[src/rtl/pipe_hazard_unit.sv]
// pipe_hazard_unit: forwarding-select, load-use/RAW stall and branch-flush control
// for a 5-stage pipeline, plus a saturating hazard-stall counter.
module pipe_hazard_unit #(
    parameter int RW     = 5,
    parameter int FWD_EN = 1,
    parameter int CW     = 16
) (
    input  logic          Clk,
    input  logic          Clrn,
    input  logic [RW-1:0] rs,
    input  logic [RW-1:0] rt,
    input  logic          use_rs,
    input  logic          use_rt,
    input  logic          exe_wreg,
    input  logic          exe_m2reg,
    input  logic [RW-1:0] exe_rd,
    input  logic          mem_wreg,
    input  logic          mem_m2reg,
    input  logic [RW-1:0] mem_rd,
    input  logic          mem_busy,
    input  logic          branch_taken,
    input  logic          clr_cnt,
    output logic [1:0]    fwda,
    output logic [1:0]    fwdb,
    output logic          pc_en,
    output logic          id_bubble,
    output logic          flush_id,
    output logic          freeze,
    output logic [CW-1:0] stall_cnt
);
    typedef enum logic [1:0] {RUN, FREEZE, FLUSH} state_t;

    state_t        state_q;
    logic          pend_br_q;
    logic          flush_q;
    logic [CW-1:0] cnt_q, cnt_d;
    logic          hit_ea, hit_eb, hit_ma, hit_mb;
    logic          hz_stall, br_acc;

    // Register 0 is hard-wired zero, so it never produces a dependency.
    assign hit_ea = use_rs & exe_wreg & (exe_rd != '0) & (exe_rd == rs);
    assign hit_eb = use_rt & exe_wreg & (exe_rd != '0) & (exe_rd == rt);
    assign hit_ma = use_rs & mem_wreg & (mem_rd != '0) & (mem_rd == rs);
    assign hit_mb = use_rt & mem_wreg & (mem_rd != '0) & (mem_rd == rt);

    function automatic logic [1:0] fsel(input logic he, input logic hm);
        return (he & ~exe_m2reg) ? 2'b01 : hm ? (mem_m2reg ? 2'b11 : 2'b10) : 2'b00;
    endfunction

    assign fwda      = (FWD_EN != 0) ? fsel(hit_ea, hit_ma) : 2'b00;
    assign fwdb      = (FWD_EN != 0) ? fsel(hit_eb, hit_mb) : 2'b00;
    assign hz_stall  = (FWD_EN != 0) ? ((hit_ea | hit_eb) & exe_m2reg)
                                     : (hit_ea | hit_eb | hit_ma | hit_mb);
    assign freeze    = mem_busy;
    assign pc_en     = ~(freeze | hz_stall);
    assign id_bubble = hz_stall & ~freeze;
    assign br_acc    = branch_taken & ~hz_stall;
    assign flush_id  = flush_q;
    assign stall_cnt = cnt_q;

    assign cnt_d = clr_cnt ? '0 : (id_bubble & ~&cnt_q) ? cnt_q + 1'b1 : cnt_q;

    always_ff @(posedge Clk or negedge Clrn) begin
        if (!Clrn) begin
            state_q   <= RUN;
            pend_br_q <= 1'b0;
            flush_q   <= 1'b0;
            cnt_q     <= '0;
        end else begin
            cnt_q <= cnt_d;
            case (state_q)
                RUN: begin
                    if (mem_busy) begin
                        state_q   <= FREEZE;
                        pend_br_q <= br_acc;
                    end else if (br_acc) begin
                        state_q <= FLUSH;
                        flush_q <= 1'b1;
                    end
                end
                FREEZE: begin
                    if (mem_busy) begin
                        pend_br_q <= pend_br_q | br_acc;
                    end else begin
                        state_q   <= (pend_br_q | br_acc) ? FLUSH : RUN;
                        flush_q   <= pend_br_q | br_acc;
                        pend_br_q <= 1'b0;
                    end
                end
                FLUSH: begin
                    // The slot being squashed cannot redirect again.
                    state_q <= mem_busy ? FREEZE : RUN;
                    flush_q <= 1'b0;
                end
                default: begin
                    state_q   <= RUN;
                    pend_br_q <= 1'b0;
                    flush_q   <= 1'b0;
                end
            endcase
        end
    end
endmodule

[config.mk]
export PLATFORM = sky130hd
export DESIGN_NAME = pipe_hazard_unit
export DESIGN_NICKNAME = d
export VERILOG_FILES = /design/src/rtl/pipe_hazard_unit.sv
export SDC_FILE = /design/constraint.sdc
export NUM_CORES = 1
export LEC_CHECK = 0
export CAP_MARGIN = 20
export CORE_UTILIZATION = 39
export DETAILED_ROUTE_END_ITERATION = 8
export PLACE_DENSITY = 0.76
export SETUP_SLACK_MARGIN = 0.05
export SLEW_MARGIN = 20
export SYNTH_ARGS = -nofsm -noshare
export SYNTH_HDL_FRONTEND = slang
export SYNTH_SLANG_ARGS = --single-unit
[constraint.sdc]
create_clock -name Clk -period 1.9 [get_ports Clk]
set_input_delay 0.475 -clock Clk [delete_from_list [all_inputs] [get_ports Clk]]
set_output_delay 0.475 -clock Clk [all_outputs]
set_load 0.02 [all_outputs]
==> metrics.md <==
| Metric | Value |
|---|---|
| Outcome | `finished with violations` |
| Violated checks | `negative setup slack` |
| Post-route cell area | `2705 um^2` |
| Fin util | `0.7981` |
| Initial core utilization | `0.4105` |
| Max VDD drop | `334.2 uV` |
| DP Wirelength | `3.585 mm` |
| CP top delay family | `simple AND/OR/NAND/NOR gates` |
| Final Skew | `0.01862 ns` |
| Slowest CP cell | `nor4_1` |
| Power Density | `395.7 nW/um^2` |
| Area of the multi-input gates | `1131 um^2` |
| Hold path start | `mem_busy` |
| Area Growth Syn to Fin | `94.42%` |
| Worst EP required | `1.42 ns` |
| Number of enable flip-flop cells after synthesis | `0` |
| Max Clk Rate | `419.8 MHz` |
| Clock Latency Late Sink | `0.33 ns` |
| Synth Net Count | `185` |
| R2r setup slk | `-0.07 ns` |
| Final nets | `295` |
| CP startpoint kind | `primary input` |
| Die Y | `61.73 um` |
| Share of cells above drive strength 1 | `0.5191` |
| Reg-to-reg startpoint | `stall_cnt[12]` |
| Core Area | `3390 um^2` |
| Rows | `21` |
| Ys async rst share | `1.000` |
| Vias per cell | `5.607` |
| Leak | `1.257 nW` |
| Die W | `61.73 um` |
| WS Path Type | `primary input to output port` |
| CTS Buffer Depth | `2` |
| Clk sink count | `20` |
| FF-to-FF path depth | `6` |
| CP arrival | `1.91 ns` |
| Routed vias | `1727` |
| Routability cong. | `0.7981` |
| Syn_area_per_cell | `9.094 um^2` |
| Antenna-violating nets left | `0` |
| RSZ-0062 raised after global routing | `yes` |
| Pre-CTS setup slack | `-1.252 ns` |
| Largest stage delay, worst path | `0.41 ns` |
| Final Hold Fails | `0` |
| Worst Tran Pin Value | `0.4288 ns` |
| Largest net degree at the start of global routing | `21` |
| Synth Warn # | `0` |
| Routed wire length per instance | `18.06 um` |
| GR Util All Layers | `0.2840` |
| CP bufs+invs | `3` |
| Register area | `503.0 um^2` |
| Number of port buffers | `54` |
| Cell chain of the critical path | `clkbuf_2, buf_4, xor2_1, nor4_1, nand3_1, nor2_1, a21o_1, buf_6` |
| Syn Inst Count | `153` |
| # diodes | `0` |
| DR pass1 iterations | `4` |
| Clock root cell | `clkbuf_4` |
| Setup crit end kind | `output port` |
| Post-CTS Hold Buffers | `0` |
| Drt initial violations | `89` |
| Grt ovf | `0` |
| Htree depth | `1` |
| Slew HR | `0.7132` |
| Crit path max fanout | `2` |
| Final setup violation count | `18` |
| Tmin final | `2.382 ns` |
| Fill count | `205` |
| Clock-pin slew on the worst setup and hold paths | `0.14 ns` |
| Mapped Area | `1391 um^2` |
| Final worst slack | `-0.4823 ns` |
| Primary FF master, synth | `dfrtp_1` |
| DRC viols | `0` |
| Max-slew violations | `0` |
| Top Ports | `55` |
| Cell Area, Placed | `2370 um^2` |
| Total CTS buffers | `3` |
| Register area share after synthesis | `0.3597` |
| Hold Crit Class | `primary input to flip-flop` |
| Die ar. | `3811 um^2` |
| Initial antenna violation count | `0` |
| RR Endpoint | `stall_cnt[9]` |
| Vias in the first global route | `1717` |
| First-pass GRT wire length | `7.866 mm` |
| Period utilization | `1.254` |
| Library cells used by synthesis | `40` |
| Cells on Worst Hold Path | `3` |
| Worst hold endpoint | `state_q[1]` |
| CTS tree | `done` |
| Final WL | `5.561 mm` |
| Max Cap Viol | `0` |
| Seq cells post-synth | `20` |
-- cell usage after synthesis (3+ instances only) --
master | count | area (um^2)
dfrtp_1 | 20 | 500.5
xor2_1 | 19 | 166.4
nor2_1 | 13 | 48.80
a21oi_1 | 12 | 60.06
nor3_1 | 7 | 35.03
or4_1 | 7 | 52.55
nand2_1 | 6 | 22.52
nand3_1 | 6 | 30.03
o31ai_1 | 5 | 37.54
nor4_1 | 4 | 25.02
o21ai_1 | 4 | 20.02
or3_1 | 4 | 25.02
xnor2_1 | 4 | 35.03
and3_1 | 3 | 18.77
buf_6 | 3 | 33.78
nand4_1 | 3 | 18.77
-- per-stage QoR --
step                      instances  power [mW]  hold slack, ns  setup TNS, ns
after floorplan                 153      0.5298          0.1794         -1.468
after detailed placement        289      0.6844          0.4837         -21.63
final                           308       1.070          0.4714         -3.010
after CTS                       305       1.047          0.5024         -3.400
after global routing            308       1.109          0.4652         -3.837
after global placement          289      0.6755          0.4703         -19.75
-- layout make-up --
class,count,area share
multi-input combinational,126,0.4181
clock inverter,1,0.01110
inverter,1,0.001388
tap,46,0.02128
sequential,20,0.1859
timing repair buffer,111,0.3538
clock buffer,3,0.008326
-- state kept, by name, indices dropped and copies added, names as in the netlist --
name	cells
stall_cnt	16
state_q	2
flush_id	1
pend_br_q	1
-- metal layers --
layer	vias to the layer above	GRT usage	share of wire
met4	0	0.05397	0.030
met1	848	0.3545	0.43
met2	65	0.5069	0.49
met3	24	0.06211	0.048
li1	790	-	-
met5	-	0	0
-- worst max path at each step --
stage / from / endpoint / slack, ns / cells after the start
2_1_floorplan: exe_rd[1] / fwdb[0] / -0.21 / 4
3_3_place_gp: exe_rd[1] / pc_en / -1.21 / 6
3_5_place_dp: exe_rd[1] / pc_en / -1.25 / 6
4_1_cts: rs[1] / fwda[1] / -0.39 / 8
5_1_grt: rt[0] / fwdb[0] / -0.58 / 8
6_report: rt[0] / fwdb[0] / -0.48 / 8
-- timing repair --
item / 4_1_cts / 5_1_grt
pin swaps: 36 / 24
gates cloned: 1 / 0
buffers inserted: 12 / 7
setup endpoints to repair: 42 / 22
gates resized for setup: 168 / 29
-- worst reg2reg max path, cell delays in order, from the launching register on --
cell and delay (ns):
dfrtp_1 0.42, nand4_1 0.15, nor2_1 0.10, a311oi_4 0.38
o21ai_4 0.19, or4_4 0.52, a21oi_2 0.15
-- placed cells by master, fill, tap and decap left out, types with 6 or more instances in the layout --
cell / count
buf_4: 43
buf_6: 24
dlygate4sd2_1: 19
dfrtp_1: 18
xor2_1: 16
buf_2: 11
nor2_1: 9
a21oi_2: 8
or4_4: 6
nand2_1: 6
clkdlybuf4s50_1: 6
-- power breakdown --
group          total, mW  leakage (nW)  internal [mW]  switching, mW
Clock              0.368        0.0279          0.214          0.154
Sequential         0.443         0.270          0.435        0.00789
Combinational      0.260         0.960          0.133          0.127
Total               1.07          1.26          0.781          0.289
-- cells by family after synthesis --
kind of cell,synth area share
flip-flops,0.3597
XOR/XNOR,0.1448
multiplexers,0.007195
buffers and inverters,0.04316
AND/OR/NAND/NOR,0.2491
AO/OA/AOI/OAI,0.1871
adder cells (fa/ha/maj),0.008991
Note: power is estimated with default switching activity, not from simulation.
